[config.mk]
export PLATFORM = sky130hd
export DESIGN_NAME = ps2_drive_arbiter
export DESIGN_NICKNAME = d
export VERILOG_FILES = /design/src/rtl/ps2_drive_arbiter.sv
export SDC_FILE = /design/constraint.sdc
export NUM_CORES = 1
export LEC_CHECK = 0
export CORE_ASPECT_RATIO = 1.5
export CORE_MARGIN = 2
export CORE_UTILIZATION = 55
export DETAILED_ROUTE_END_ITERATION = 16
export PLACE_DENSITY = 0.79
export RECOVER_POWER = 50
export SLEW_MARGIN = 20
export SYNTH_ARGS = -nofsm -noshare
export SYNTH_HDL_FRONTEND = slang
export SYNTH_SLANG_ARGS = --single-unit
[constraint.sdc]
create_clock -name CLOCK_50 -period 2.5 [get_ports CLOCK_50]
set_input_delay 0.625 -clock CLOCK_50 [delete_from_list [all_inputs] [get_ports CLOCK_50]]
set_output_delay 0.625 -clock CLOCK_50 [all_outputs]
set_load 0.1 [all_outputs]
[src/rtl/ps2_drive_arbiter.sv]
// PS/2 scan-code sequencer and drive-key arbiter: decodes E0/F0 prefixed make/break
// codes into held-key bits, then resolves opposing keys into accel/steer commands.
module ps2_drive_arbiter #(
   parameter int PREFIX_TIMEOUT = 1_000_000,
   parameter int TO_W           = 20
) (
   input  logic       CLOCK_50,
   input  logic       reset,
   input  logic [7:0] rx_data,
   input  logic       rx_valid,
   output logic [1:0] accel,
   output logic [1:0] steer,
   output logic       brake,
   output logic [4:0] keys_held,
   output logic       cmd_changed,
   output logic       seq_error
);

   typedef enum logic [1:0] {IDLE, EXT, BRK, EXT_BRK} state_t;

   localparam logic [7:0] CODE_EXT = 8'hE0;
   localparam logic [7:0] CODE_BRK = 8'hF0;

   state_t          state;
   logic [TO_W-1:0] to_cnt;
   logic            last_fb;   // 1: fwd pressed most recently, 0: back
   logic            last_lr;   // 1: left pressed most recently, 0: right
   logic [4:0]      set_mask;
   logic [4:0]      clr_mask;
   logic [4:0]      keys_nxt;
   logic [4:0]      new_press;
   logic            last_fb_nxt;
   logic            last_lr_nxt;
   logic [1:0]      accel_nxt;
   logic [1:0]      steer_nxt;
   logic            brake_nxt;

   // Bit order {brake, right, left, back, fwd}; unmapped codes (including prefixes) give 0.
   function automatic logic [4:0] map_std(input logic [7:0] code);
      case (code)
         8'h1D:   map_std = 5'b00001;
         8'h1B:   map_std = 5'b00010;
         8'h1C:   map_std = 5'b00100;
         8'h23:   map_std = 5'b01000;
         8'h29:   map_std = 5'b10000;
         default: map_std = 5'b00000;
      endcase
   endfunction

   function automatic logic [4:0] map_ext(input logic [7:0] code);
      case (code)
         8'h75:   map_ext = 5'b00001;
         8'h72:   map_ext = 5'b00010;
         8'h6B:   map_ext = 5'b00100;
         8'h74:   map_ext = 5'b01000;
         default: map_ext = 5'b00000;
      endcase
   endfunction

   // Opposing-pair resolution: {first, second} encoding, recency breaks ties.
   function automatic logic [1:0] arb_pair(input logic first, input logic second,
                                           input logic first_last);
      if (first && second) arb_pair = first_last ? 2'b10 : 2'b01;
      else if (first)      arb_pair = 2'b10;
      else if (second)     arb_pair = 2'b01;
      else                 arb_pair = 2'b00;
   endfunction

   always_comb begin
      set_mask = 5'b00000;
      clr_mask = 5'b00000;
      if (rx_valid) begin
         case (state)
            IDLE:    set_mask = map_std(rx_data);
            EXT:     set_mask = map_ext(rx_data);
            BRK:     clr_mask = map_std(rx_data);
            EXT_BRK: clr_mask = map_ext(rx_data);
            default: set_mask = 5'b00000;
         endcase
      end
   end

   assign keys_nxt  = (keys_held & ~clr_mask) | set_mask;
   assign new_press = set_mask & ~keys_held;

   always_comb begin
      last_fb_nxt = last_fb;
      last_lr_nxt = last_lr;
      if (new_press[0])      last_fb_nxt = 1'b1;
      else if (new_press[1]) last_fb_nxt = 1'b0;
      if (new_press[2])      last_lr_nxt = 1'b1;
      else if (new_press[3]) last_lr_nxt = 1'b0;
   end

   assign accel_nxt = keys_held[4] ? 2'b00 : arb_pair(keys_held[0], keys_held[1], last_fb);
   assign steer_nxt = arb_pair(keys_held[2], keys_held[3], last_lr);
   assign brake_nxt = keys_held[4];

   always_ff @(posedge CLOCK_50 or negedge reset) begin
      if (!reset) begin
         state       <= IDLE;
         to_cnt      <= '0;
         seq_error   <= 1'b0;
         keys_held   <= 5'b00000;
         last_fb     <= 1'b0;
         last_lr     <= 1'b0;
         accel       <= 2'b00;
         steer       <= 2'b00;
         brake       <= 1'b0;
         cmd_changed <= 1'b0;
      end else begin
         // Stage 1: prefix sequencing and held-key update
         if (rx_valid) begin
            to_cnt <= '0;
            case (state)
               IDLE: begin
                  if (rx_data == CODE_EXT)      state <= EXT;
                  else if (rx_data == CODE_BRK) state <= BRK;
                  else                          state <= IDLE;
               end
               EXT:     state <= (rx_data == CODE_BRK) ? EXT_BRK : IDLE;
               BRK: begin
                  state <= IDLE;
                  if (rx_data == CODE_EXT) seq_error <= 1'b1;
               end
               default: state <= IDLE;
            endcase
         end else if (state != IDLE) begin
            if (to_cnt == TO_W'(PREFIX_TIMEOUT)) begin
               state     <= IDLE;
               to_cnt    <= '0;
               seq_error <= 1'b1;
            end else begin
               to_cnt <= to_cnt + TO_W'(1);
            end
         end
         keys_held <= keys_nxt;
         last_fb   <= last_fb_nxt;
         last_lr   <= last_lr_nxt;

         // Stage 2: registered commands and change strobe
         accel       <= accel_nxt;
         steer       <= steer_nxt;
         brake       <= brake_nxt;
         cmd_changed <= (accel_nxt != accel) || (steer_nxt != steer) || (brake_nxt != brake);
      end
   end

endmodule

==> key figures <==
Setup path
  • Crit end category: flip-flop
  • Crit-path cells: inv_1 -> ha_1 -> nor4bb_1 -> and4_1 -> a21oi_2 -> nor2_2 -> nor2_1
  • R2r worst-path depth: 7
  • FF-to-FF Start: to_cnt[0]
  • CP required: 2.66 ns
  • Crit path DAT: 2.31 ns
  • Crit start category: flip-flop
  • Slowest cell delay on critical path: 0.43 ns
  • Crit path launch: to_cnt[0]
  • Critical path type: flip-flop to flip-flop
  • Maximum net fanout on the critical path: 12
  • Critical-path top delay cell: nor2_2

Cells and area
  • Share of post-route cells with drive strength above 1: 14.4%
  • NumNets Final: 241
  • Diodes inserted: 0
  • Reg area: 901 sq um
  • Area Growth Syn to Fin: 16.7%
  • Filler cells: 287
  • Multi-input logic area: 1030 sq um

Hold path
  • Hold_sp: keys_held[4]
  • Hold Path Depth: 0
  • Min-Delay Path Class: flip-flop to flip-flop

Floorplanning
  • Starting Density: 57.7%
  • Die ar.: 4120 sq um
  • Die Span X: 53.1 um
  • Core Area: 3450 sq um
  • Die height: 77.7 um
  • IO Pins: 23
  • Row cnt: 26

GRT
  • Most used routing layer: met2
  • Number of global-route vias before repair: 1632
  • Global-route wire length before repair: 7.14 mm
  • GR Util met3: 5.96%
  • Initial antenna violation count: 0
  • GR Util met1: 23.3%
  • GR Util All Layers: 23.3%
  • GRT met2 Usage: 43.5%
  • Total congestion overflow: 0
  • Largest net degree at the start of global routing: 37

CTS
  • Root Driver: clkbuf_8
  • Worst-path clk slew: 0.08 ns
  • CTS tree: built
  • Insertion delay to the later sink of the worst-skew pair: 0.29 ns
  • Longest Clk Path Bufs: 2
  • Cts hold-fix bufs: 0
  • H-tree depth: 2
  • # clock sinks: 36
  • CTS buffer count: 5

Synthesis
  • Synthesized Nets: 213
  • Post-synth top flop: dfrtp_1
  • Post-Synthesis Mean Instance Area: 9.95 sq um
  • Top-area cell type share of the netlist area: 45.3%
  • Unique masters post-synth: 48
  • #FFs+latches synth: 36
  • Synth top cells by count: dfrtp_1, nor2_1, nand2_1
  • Count leader, synth: dfrtp_1
  • Synth Instances: 200
  • Leading area contributor after synthesis: dfrtp_1
  • Yosys warns: 0
  • Post-synth EDFFs: 0
  • Synth area leaders: dfrtp_1, nor2_1, xor2_1, xnor2_1, nand4_1
  • Mapped Area: 1990 sq um
  • Register area share after synthesis: 45.3%
  • Fraction of registers with async set/reset: 100%

STA
  • RSZ-0062 raised after global routing: no
  • Final WS setup: 0.352 ns
  • Worst clock skew: 0.00770 ns
  • Final hold violations: 0
  • Setup_tns: 0 ns
  • Slew headroom: 42.1%
  • Period utilization: 85.9%
  • Max-slew violations: 0
  • Max Freq: 0.466 GHz
  • Minimum clock period: 2.15 ns
  • Least-Margin Pin Slew: 0.868 ns
  • Final Setup Violations: 0

Place
  • Hpwl dp: 3.19 mm
  • Number of port buffers: 22
  • Dpl ws: 0.0766 ns
  • Final GP Congestion: 0.864

Flow run
  • Maxcap violations: 0

Power
  • Leakage power: 1.03 nW
  • PwrDens: 517 nW/um^2
  • VDD IR-drop max: 468 uV

Outcome
  • Outcome: complete, no violations

Detailed routing
  • WL/cell: 15.4 um
  • WL final: 4.19 mm
  • Initial DRC count: 42
  • Number of vias per cell: 5.90
  • Drt pass-1 iters: 4
  • Remaining DRCs: 0
  • Detailed-route via count: 1599
  • Post-DRT Antenna Nets: 0
## cells by family after synthesis
logic type      count (synthesis)  synth area share, %
simple gates                   94                 27.2
flops                          36                 45.3
compound gates                 32                 12.9
xor+xnor                       19                 8.36
buf+inv                        13                 3.02
mux                             4                 2.01
fa+ha+maj                       2                 1.26
## worst paths after layout
kind	slack, ns	endpoint
max	0.35	to_cnt[12]
min	0.48	brake
max reg2reg	0.35	to_cnt[12]
min reg2reg	0.48	brake
max in group asynchronous	0.98	keys_held[2]
min in group asynchronous	0.97	steer[0]
## report_power, final
group          total, W  internal [W]  switching [W]
Clock          0.000417      0.000197       0.000220
Sequential     0.000601      0.000594     0.00000739
Combinational  0.000182     0.0000497       0.000132
## final cells by class
cell class / count / area share (%)
well taps: 42 / 2.26
inverters: 9 / 1.46
multi-input cells: 151 / 44.4
clock buffers: 5 / 2.96
flip-flops and latches: 36 / 38.8
clock inverters: 3 / 1.02
repair buffers: 25 / 9.06
## registers in the layout (all words and copies together), names as in the netlist
name,cells
accel,2
brake,1
cmd_changed,1
keys_held,5
last_fb,1
last_lr,1
seq_error,1
state,2
steer,2
to_cnt,20
## critical path, delay by kind of cell, from the launching register on
family	cells	cell delay [ns]
and+or+nand+nor	4	1.20
adders and majority gates	1	0.15
DFF	1	0.40
buffers and inverters	1	0.10
AOI/OAI and AO/OA	1	0.15
## repair_timing
action	4_1_cts	5_1_grt
setup endpoints to repair	0	12
setup buffers	0	0
hold endpoints to repair	0	0
resized for setup	0	1
## stage by stage
stage	power, W	instances	util (%)	instance area (sq um)	hold slack, ns
3_5_place_dp	0.000797	263	64.6	2230	0.469
6_report	0.00120	271	67.3	2320	0.482
4_1_cts	0.00122	271	67.3	2320	0.488
3_3_place_gp	0.000792	263	64.6	2230	0.455
5_1_grt	0.00126	271	67.3	2320	0.498
2_1_floorplan	0.000732	200	-	1990	0.329
## layer usage
metal	wire length [um]	vias to the layer above	share of wire, %
met5	0	-	0
met4	85	0	2.0
met3	107	8	2.6
met2	2390	28	57
met1	1600	783	38
li1	-	780	-
## cells in the final DEF (no fill, tap or decap), types with 5 or more instances in the layout
master / n
nand2_1: 14
xor2_1: 10
xnor2_1: 9
dfrtp_1: 36
inv_1: 9
buf_4: 14
nand2b_1: 5
clkbuf_8: 5
nor2_1: 26
clkdlybuf4s50_1: 9
nand4_1: 10
nand3_1: 5
o31ai_1: 8
No activity file was read; power rests on OpenSTA's default activity.
